**src/rtl/mem_arbiter_if.sv**
```systemverilog
// Signal bundle between the fetch/data requesters, the arbiter and mem_system.
// Requesters hold rd/wr level-high until their one-cycle done pulse; memory ends a transaction with mem_done or mem_err.
interface mem_arbiter_if;
  logic        if_rd;
  logic [15:0] if_addr;
  logic [15:0] if_data;
  logic        if_done;
  logic        if_err;
  logic        if_stall;

  logic        dm_rd;
  logic        dm_wr;
  logic [15:0] dm_addr;
  logic [15:0] dm_wdata;
  logic [15:0] dm_data;
  logic        dm_done;
  logic        dm_err;
  logic        dm_stall;

  logic        mem_rd;
  logic        mem_wr;
  logic [15:0] mem_addr;
  logic [15:0] mem_wdata;
  logic [15:0] mem_rdata;
  logic        mem_done;
  logic        mem_err;

  modport slave (
    input  if_rd, if_addr,
    input  dm_rd, dm_wr, dm_addr, dm_wdata,
    input  mem_rdata, mem_done, mem_err,
    output if_data, if_done, if_err, if_stall,
    output dm_data, dm_done, dm_err, dm_stall,
    output mem_rd, mem_wr, mem_addr, mem_wdata
  );

  modport master (
    output if_rd, if_addr,
    output dm_rd, dm_wr, dm_addr, dm_wdata,
    output mem_rdata, mem_done, mem_err,
    input  if_data, if_done, if_err, if_stall,
    input  dm_data, dm_done, dm_err, dm_stall,
    input  mem_rd, mem_wr, mem_addr, mem_wdata
  );
endinterface

```
**src/rtl/mem_arbiter.sv**
```systemverilog
// Serialises fetch and data-stage requests onto one mem_system port; data wins
// by default, with fetch starvation bounded to DM_BURST consecutive data grants.
module mem_arbiter #(
  parameter int DM_BURST = 2
) (
  input  logic                             clk,
  input  logic                             rst_n,
  mem_arbiter_if.slave                     bus,
  output logic [1:0]                       dbg_state,
  output logic [$clog2(DM_BURST+1)-1:0]    dbg_dm_run
);

  localparam int RUN_W = $clog2(DM_BURST + 1);
  localparam logic [RUN_W-1:0] RUN_MAX = RUN_W'(DM_BURST);

  typedef enum logic [1:0] {
    IDLE   = 2'd0,
    GNT_IF = 2'd1,
    GNT_DM = 2'd2,
    RESP   = 2'd3
  } state_t;

  state_t           state;
  state_t           state_nxt;
  logic [RUN_W-1:0] dm_run;
  logic             dm_req;
  logic             fin;
  logic             grant_if;
  logic             grant_dm;

  assign dm_req = bus.dm_rd | bus.dm_wr;
  // An error completes the transaction exactly like mem_done.
  assign fin    = bus.mem_done | bus.mem_err;

  assign bus.if_stall = bus.if_rd & ~bus.if_done;
  assign bus.dm_stall = dm_req & ~bus.dm_done;

  assign dbg_state  = state;
  assign dbg_dm_run = dm_run;

  always_ff @(posedge clk or negedge rst_n) begin
    if (!rst_n) begin
      state <= IDLE;
    end else begin
      state <= state_nxt;
    end
  end

  always_comb begin
    state_nxt = state;
    grant_if  = 1'b0;
    grant_dm  = 1'b0;
    case (state)
      IDLE: begin
        if (dm_req && (!bus.if_rd || (dm_run < RUN_MAX))) begin
          grant_dm  = 1'b1;
          state_nxt = GNT_DM;
        end else if (bus.if_rd) begin
          grant_if  = 1'b1;
          state_nxt = GNT_IF;
        end
      end
      GNT_IF, GNT_DM: begin
        if (fin) state_nxt = RESP;
      end
      RESP:    state_nxt = IDLE;
      default: state_nxt = IDLE;
    endcase
  end

  // Counts data grants taken while fetch waits; an idle fetch side resets the run.
  always_ff @(posedge clk or negedge rst_n) begin
    if (!rst_n) begin
      dm_run <= '0;
    end else if (grant_if) begin
      dm_run <= '0;
    end else if (grant_dm) begin
      if (!bus.if_rd) begin
        dm_run <= '0;
      end else if (dm_run != RUN_MAX) begin
        dm_run <= dm_run + 1'b1;
      end
    end
  end

  // mem_rd/mem_wr double as the latched op for the whole grant.
  always_ff @(posedge clk or negedge rst_n) begin
    if (!rst_n) begin
      bus.mem_rd    <= 1'b0;
      bus.mem_wr    <= 1'b0;
      bus.mem_addr  <= 16'h0000;
      bus.mem_wdata <= 16'h0000;
    end else if (grant_dm) begin
      bus.mem_addr  <= bus.dm_addr;
      bus.mem_wdata <= bus.dm_wdata;
      bus.mem_wr    <= bus.dm_wr;
      bus.mem_rd    <= ~bus.dm_wr;
    end else if (grant_if) begin
      bus.mem_addr  <= bus.if_addr;
      bus.mem_wr    <= 1'b0;
      bus.mem_rd    <= 1'b1;
    end else if (((state == GNT_IF) || (state == GNT_DM)) && fin) begin
      bus.mem_rd    <= 1'b0;
      bus.mem_wr    <= 1'b0;
    end
  end

  // Done/err are set on the completion edge, so they are high only during RESP.
  always_ff @(posedge clk or negedge rst_n) begin
    if (!rst_n) begin
      bus.if_done <= 1'b0;
      bus.if_err  <= 1'b0;
      bus.if_data <= 16'h0000;
      bus.dm_done <= 1'b0;
      bus.dm_err  <= 1'b0;
      bus.dm_data <= 16'h0000;
    end else begin
      bus.if_done <= (state == GNT_IF) && fin;
      bus.if_err  <= (state == GNT_IF) && bus.mem_err;
      bus.dm_done <= (state == GNT_DM) && fin;
      bus.dm_err  <= (state == GNT_DM) && bus.mem_err;
      if ((state == GNT_IF) && fin) begin
        bus.if_data <= bus.mem_rdata;
      end
      if ((state == GNT_DM) && fin && bus.mem_rd) begin
        bus.dm_data <= bus.mem_rdata;
      end
    end
  end

  a_one_op: assert property (@(posedge clk) disable iff (!rst_n)
    !(bus.mem_rd && bus.mem_wr));
  a_if_done_resp: assert property (@(posedge clk) disable iff (!rst_n)
    bus.if_done |-> (state == RESP));
  a_dm_done_resp: assert property (@(posedge clk) disable iff (!rst_n)
    bus.dm_done |-> (state == RESP));
  a_run_bound: assert property (@(posedge clk) disable iff (!rst_n)
    dm_run <= RUN_MAX);

endmodule

```
**src/flat_wrapper.sv**
```systemverilog
// flat-port wrapper written by rule: the top's interface ports become plain ports
module mem_arbiter_flat 
#(
  parameter int DM_BURST = 2
)
  (clk, rst_n, dbg_state, dbg_dm_run, bus_if_rd, bus_if_addr, bus_dm_rd, bus_dm_wr, bus_dm_addr, bus_dm_wdata, bus_mem_rdata, bus_mem_done, bus_mem_err, bus_if_data, bus_if_done, bus_if_err, bus_if_stall, bus_dm_data, bus_dm_done, bus_dm_err, bus_dm_stall, bus_mem_rd, bus_mem_wr, bus_mem_addr, bus_mem_wdata);
  mem_arbiter_if bus_i ();
  input  logic clk;
  input  logic rst_n;
  output logic [1:0] dbg_state;
  output logic [$clog2(DM_BURST+1)-1:0] dbg_dm_run;
  input wire logic [$bits(bus_i.if_rd)-1:0] bus_if_rd;
  input wire logic [$bits(bus_i.if_addr)-1:0] bus_if_addr;
  input wire logic [$bits(bus_i.dm_rd)-1:0] bus_dm_rd;
  input wire logic [$bits(bus_i.dm_wr)-1:0] bus_dm_wr;
  input wire logic [$bits(bus_i.dm_addr)-1:0] bus_dm_addr;
  input wire logic [$bits(bus_i.dm_wdata)-1:0] bus_dm_wdata;
  input wire logic [$bits(bus_i.mem_rdata)-1:0] bus_mem_rdata;
  input wire logic [$bits(bus_i.mem_done)-1:0] bus_mem_done;
  input wire logic [$bits(bus_i.mem_err)-1:0] bus_mem_err;
  output wire logic [$bits(bus_i.if_data)-1:0] bus_if_data;
  output wire logic [$bits(bus_i.if_done)-1:0] bus_if_done;
  output wire logic [$bits(bus_i.if_err)-1:0] bus_if_err;
  output wire logic [$bits(bus_i.if_stall)-1:0] bus_if_stall;
  output wire logic [$bits(bus_i.dm_data)-1:0] bus_dm_data;
  output wire logic [$bits(bus_i.dm_done)-1:0] bus_dm_done;
  output wire logic [$bits(bus_i.dm_err)-1:0] bus_dm_err;
  output wire logic [$bits(bus_i.dm_stall)-1:0] bus_dm_stall;
  output wire logic [$bits(bus_i.mem_rd)-1:0] bus_mem_rd;
  output wire logic [$bits(bus_i.mem_wr)-1:0] bus_mem_wr;
  output wire logic [$bits(bus_i.mem_addr)-1:0] bus_mem_addr;
  output wire logic [$bits(bus_i.mem_wdata)-1:0] bus_mem_wdata;
  assign bus_i.if_rd = bus_if_rd;
  assign bus_i.if_addr = bus_if_addr;
  assign bus_i.dm_rd = bus_dm_rd;
  assign bus_i.dm_wr = bus_dm_wr;
  assign bus_i.dm_addr = bus_dm_addr;
  assign bus_i.dm_wdata = bus_dm_wdata;
  assign bus_i.mem_rdata = bus_mem_rdata;
  assign bus_i.mem_done = bus_mem_done;
  assign bus_i.mem_err = bus_mem_err;
  assign bus_if_data = bus_i.if_data;
  assign bus_if_done = bus_i.if_done;
  assign bus_if_err = bus_i.if_err;
  assign bus_if_stall = bus_i.if_stall;
  assign bus_dm_data = bus_i.dm_data;
  assign bus_dm_done = bus_i.dm_done;
  assign bus_dm_err = bus_i.dm_err;
  assign bus_dm_stall = bus_i.dm_stall;
  assign bus_mem_rd = bus_i.mem_rd;
  assign bus_mem_wr = bus_i.mem_wr;
  assign bus_mem_addr = bus_i.mem_addr;
  assign bus_mem_wdata = bus_i.mem_wdata;
  mem_arbiter #(.DM_BURST(DM_BURST)) u_core (.clk(clk), .rst_n(rst_n), .bus(bus_i), .dbg_state(dbg_state), .dbg_dm_run(dbg_dm_run));
endmodule
```
**config.mk**
```make
export PLATFORM = sky130hd
export DESIGN_NAME = mem_arbiter_flat
export DESIGN_NICKNAME = d
export VERILOG_FILES = /design/src/rtl/mem_arbiter_if.sv /design/src/rtl/mem_arbiter.sv /design/src/flat_wrapper.sv
export SDC_FILE = /design/constraint.sdc
export NUM_CORES = 1
export LEC_CHECK = 0
export CAP_MARGIN = 20
export CORE_UTILIZATION = 37
export CTS_CLUSTER_DIAMETER = 30
export CTS_CLUSTER_SIZE = 10
export DETAILED_ROUTE_END_ITERATION = 8
export GPL_TIMING_DRIVEN = 0
export PLACE_DENSITY_LB_ADDON = 0.08
export SYNTH_ARGS = -nofsm -noshare
export SYNTH_HDL_FRONTEND = slang
export SYNTH_SLANG_ARGS = --single-unit
export TNS_END_PERCENT = 5
```
**constraint.sdc**
```tcl
create_clock -name clk -period 1.5 [get_ports clk]
set_input_delay 0.45 -clock clk [delete_from_list [all_inputs] [get_ports clk]]
set_output_delay 0.45 -clock clk [all_outputs]
set_load 0.02 [all_outputs]
```
### After elaboration in Yosys (flattened, before gate mapping)

Index checks and enable logic that the tools add are counted.

| operators by class | value |
|---|---|
| eq/ne operators | 7 |
| bitwise gates (word level) | 7 |
| $lt $le $gt $ge | 1 |
| add/subtract/negate cells | 1 |
| mux-type cells | 20 |
| reduce and logical (&&, ||, !) cells | 16 |

Operators by type and width:

| kind | count |
|---|---|
| 2-to-1 mux 16 bit | 2 |
| 2-to-1 mux 2 bit | 7 |
| 2-to-1 mux 1 bit | 10 |
| logical AND 1 bit | 7 |
| case mux 2 bit (3 select lines) | 1 |
| == test 2 bit (second input constant) | 2 |
| AND reduction 2 bit | 2 |
| inequality test 3 x 1 -> 1 bit (second input constant) | 1 |
| inequality test 3 x 2 -> 1 bit (second input constant) | 1 |
| NOT 1 bit | 3 |
| nonzero test 3 bit | 1 |
| adder 2 x 1 -> 2 bit (second input constant) | 1 |
| AND 1 bit | 2 |
| == test 2 x 1 -> 1 bit (second input constant) | 1 |
| zero test 2 bit | 1 |
| logical OR 1 bit | 2 |
| less-than comparator 2 bit (second input constant) | 1 |
| inequality test 2 x 1 -> 1 bit (second input constant) | 1 |
| inequality test 2 bit (second input constant) | 1 |
| bitwise OR 1 bit | 2 |
| nonzero test 2 bit | 1 |
| OR reduction 2 bit | 1 |
| zero test 1 bit | 1 |

| storage, ports and cells | value |
|---|---|
| output and inout port bits | 76 |
| flip-flop bits (word level) | 74 |
| word-level logic and storage cells | 64 |
| input bits | 71 |

### Logic depth before layout (Yosys ltp)

| logic depth | value |
|---|---|
| word-level depth | 7 |
| depth in mapped cells | 8 |
| mapped depth without buffers | 6 |

### Worst setup path before layout

OpenSTA, ideal clock, no wires.

| timing path | value |
|---|---|
| path kind | register to register |
| start | register u_core.state[0] (netlist: u_core.dbg_state[0]) |
| end | register u_core.bus.mem_wdata[10] |
| period minus slack after synthesis | 1.711 ns |
| data arrival time | 1.586 ns |
| library setup time | 0.125 ns |
| path buffers | 3 |
| data required time | 1.375 ns |
| path slack | -0.211 ns |
| cell stages (with the launch flop) | 8 |
| cell sequence | dfrtp_1 > inv_1 > ha_1 > buf_2 > nand3b_4 > buf_6 > buf_6 > mux2_4 |

| between the ends | value |
|---|---|
| word-level cells in the longest chain between the ends | 2 |

RTL lines:

| element | line | source |
|---|---|---|
| start: declaration | mem_arbiter.sv:23 | `state_t state;` |
| start signal: assignment | mem_arbiter.sv:45 | `state <= state_nxt;` |
| zero test 2 bit | mem_arbiter.sv:53 | `case (state)` |
| 2-to-1 mux 1 bit | mem_arbiter.sv:53 |  |
| end signal: assignment | mem_arbiter.sv:95 | `bus.mem_wdata <= bus.dm_wdata;` |
| end: declaration | mem_arbiter_if.sv:34 | `output mem_rd, mem_wr, mem_addr, mem_wdata` |

No other way between the ends.
A chain may end at the register's enable or synchronous reset.

### Worst setup path after layout

| timing path | value |
|---|---|
| start | register u_core.state[0] (netlist: u_core.dbg_state[0]) |
| end | register u_core.bus.dm_data[13] |

| between the ends | value |
|---|---|
| word-level cells in the longest chain between the ends | 3 |

RTL lines:

| element | line | source |
|---|---|---|
| == test 2 bit | mem_arbiter.sv:125 | `if ((state == GNT_DM) && fin && bus.mem_rd) begin` |
| logical AND 1 bit (2 in a row) | mem_arbiter.sv:125 |  |
| end signal: assignment | mem_arbiter.sv:126 | `bus.dm_data <= bus.mem_rdata;` |
| end: declaration | mem_arbiter_if.sv:33 | `output dm_data, dm_done, dm_err, dm_stall,` |

No other way between the ends.

==> key figures <==
Setup path
  • Crit Path Category: register to register
  • CP delay by family, top: flip-flops
  • CP required: 1.73 ns
  • CP max FO: 10
  • Worst Path Arrival: 1.77 ns
  • Startpoint Class: register
  • CP cell instances: inv_2 -> ha_2 -> nor2b_4 -> nand2_4 -> buf_12 -> mux2_4
  • WP buf/inv: 2
  • CP max-delay cell: dfrtp_2
  • Critical Path Sink Type: register
  • Max incr delay on CP: 0.44 ns

Pwr
  • Power share of the combinational group: 0.538
  • Switch share: 0.384
  • Lkg Pwr: 2.42 nW
  • Clock group share of total power: 0.150
  • Pwr Density: 2240 nW/um2
  • Peak supply drop: 1.01 mV
  • Net Switching: 4.34 mW
  • Internal power: 6.96 mW
  • Sequential share of power: 0.312

Detailed routing
  • Vias post-DR: 2,417
  • Final WL: 7830 um
  • Number of vias per cell: 4.73
  • Initial DRC Count: 57
  • Number of remaining DRC errors: 0
  • Post-route ant nets: 0
  • Drt pass-1 iters: 3
  • Post-DR wirelength/cell: 15.3 um

Timing
  • F_max: 647 MHz
  • Relative slew slack: 0.754
  • Final Hold Vio Count: 0
  • Worst-Margin Slew: 0.366 ns
  • Minimum clock period: 1.55 ns
  • Fin. max-slew vios: 0
  • Slack of the critical path: -0.0463 ns
  • Hold slack: 0.00264 ns
  • Max Clock Skew: 0.0127 ns
  • Unrepaired setup endpoints after global routing: true
  • Tcrit/Tclk final: 1.03
  • Final setup viols: 15

Yosys
  • Syn Nets: 302
  • Yosys cell types: 34
  • Post-synth top area share: 0.580
  • Top cells by area, synth: dfrtp_1 (58%), mux2_4 (11%), mux2_2 (8.8%), mux2i_1 (5.0%), o21ai_1 (2.7%)
  • Synth Area in Simple Gates: 0.0662
  • Most frequent cell after synthesis: dfrtp_1
  • Mapped Area: 3190 um2
  • Post-synthesis adder-cell area fraction: 0.0157
  • Syn avg cell area: 14.1 um2
  • Seq/Total Area, Yosys: 0.580
  • Synthesis Warnings: 0
  • Main combinational cell family by area after synthesis: multiplexers
  • #FFs+latches synth: 74
  • Cell taking the most area after synthesis: dfrtp_1
  • Post-synthesis mux area share: 0.246
  • EDFF count, synth: 0
  • Post-Synthesis Cells: 227
  • XOR/XNOR Fraction of Synth Area: 0
  • Compound-Gate Fraction of Synth Area: 0.0568
  • Main synth FF type: dfrtp_1
  • Asr flop ratio synth: 1.00
  • Synth cell count leaders: dfrtp_1 (74), mux2_2 (25), mux2_4 (23)

Floorplan
  • DIE HEIGHT: 94.9 um
  • Core Region: 8300 um2
  • Number of placement rows: 33
  • Starting Density: 0.385
  • Chip width: 94.9 um
  • Die ar.: 9010 um2
  • Top-Level Pins: 147

Flow run
  • Number of max-cap violations: 0

Layout
  • Design area: 5050 um2
  • Synth-to-layout area growth: 58.0%
  • Share of layout cells above drive strength 1: 0.426
  • Fin util: 0.608
  • N_diodes: 0
  • Nets: 476

Clock network
  • Clock Root Buffer: clkbuf_8
  • Worst-Skew Late Latency: 0.35 ns
  • Clock sink count: 74
  • Max clock buf depth: 2
  • Cts bufs inserted: 9
  • Clock slew at reported path FFs: 0.08 ns
  • Htree depth: 3
  • CTS tree: done

Worst hold path
  • HP Class: primary input to async pin

Placed design
  • Area after DPL: 4840 um2
  • IO buf count: 146
  • Gpl congestion: 0.792
  • HPWL after DPL: 5610 um

GRT
  • GRT Total Usage: 0.172
  • Gr busiest metal: met2
  • Grt met1 use: 0.215
  • Number of global-route vias before repair: 2,391
  • Largest net degree at the start of global routing: 52
  • Global-route met3 utilization: 0.0660
  • GRT overflow: 0
  • M2 GR Usage: 0.260
  • First-pass GRT wire length: 11,500 um
  • Initial antenna violation count: 0

Run status
  • Failing checks: negative setup slack
  • Status: finished, violations left
## registers in the layout (all words and copies together), names as in the netlist
register	flops
u_core.bus.dm_data	16
u_core.bus.if_data	16
u_core.bus.mem_addr	16
u_core.bus.mem_wdata	16
u_core.dbg_dm_run	2
u_core.dbg_state	2
u_core.bus.dm_done	1
u_core.bus.dm_err	1
u_core.bus.if_done	1
u_core.bus.if_err	1
u_core.bus.mem_rd	1
u_core.bus.mem_wr	1
## power by group through the flow
stage	Sequential [mW]	Clock, mW	Combinational (mW)
after floorplan	4.75	0	2.43
after global placement	3.53	0	6.31
after detailed placement	3.58	0	6.40
after CTS	3.54	1.74	6.05
after global routing	3.65	1.82	6.50
final	3.53	1.70	6.08
## through the flow
| stage | power [mW] | setup slack [ns] | TNS, ns | std cells |
|---|---|---|---|---|
| 3_5_place_dp | 9.98 | -0.730 | -37.14 | 479 |
| 3_3_place_gp | 9.84 | -3.01 | -238.24 | 478 |
| 6_report | 11.3 | -0.0463 | -0.406 | 511 |
| 5_1_grt | 12.0 | -0.0752 | -1.99 | 511 |
| 2_1_floorplan | 7.18 | -0.0513 | -1.06 | 227 |
| 4_1_cts | 11.3 | -0.0853 | -2.54 | 498 |
## layer usage
layer | part of all wire | up-vias
met2 | 0.46 | 96
met1 | 0.42 | 1169
li1 | - | 1139
met5 | 0 | -
met3 | 0.099 | 13
met4 | 0.021 | 0
## final cells by class
type	instances	area (um2)
Clock buffer	9	124
Inverter	4	15.0
Sequential cell	74	1850
Buffer	9	125
Multi-Input combinational cell	139	1300
Clock inverter	7	93.8
Tap cell	105	131
Timing Repair Buffer	164	1410
Fill cell	711	3250
## path summary, 6_finish.rpt
kind / from / end / slack (ns) / cells after the start
setup / recovery: u_core.dbg_state[0] / u_core.bus.dm_data[13] / -0.05 / 6
hold / removal: rst_n / u_core.bus.mem_addr[7] / 0.003 / 1
setup reg to reg: u_core.dbg_state[0] / u_core.bus.dm_data[13] / -0.05 / 6
hold reg to reg: u_core.bus.mem_addr[4] / u_core.bus.mem_addr[4] / 0.48 / 2
max in group asynchronous: rst_n / u_core.bus.mem_wdata[13] / 0.92 / 2
min in group clk: bus_dm_rd / u_core.bus.mem_rd / 0.48 / 3
## placed cells by master, fill, tap and decap left out, drive strengths merged
cell type      instances
mux2i                 16
a31o                   1
dfrtp                 74
nor2b                  2
o2bb2ai                1
or3                    1
ha                     4
nor3                   1
bufinv                 2
and2                   2
clkinvlp               2
o22ai                  1
nand2b                 1
a22o                   1
o31ai                  1
clkbuf                52
nand2                 23
a211oi                 1
nand3b                 1
clkdlybuf4s15         31
dlygate4sd2            2
clkdlybuf4s50         64
o21ai                 21
clkinv                 3
or3b                   1
inv                    4
and3                   1
buf                   33
nor2                   6
mux2                  48
a21oi                  5
## cells by family (layout without fill, tap and decap cells)
group,after synthesis,after routing
and+or+nand+nor,39,39
buffers and inverters,14,193
adders and majority gates,4,4
muxes,64,64
AOI/OAI and AO/OA,32,32
DFF,74,74
## repair_timing
item / in CTS / in global routing
resized for setup: 178 / 66
buffers inserted: 3 / 14
setup endpoints to repair: 142 / 98
cloned: 0 / 0
pin swaps: 3 / 3
hold buffers: 0 / 0
Power figures use the tool's default switching activity.
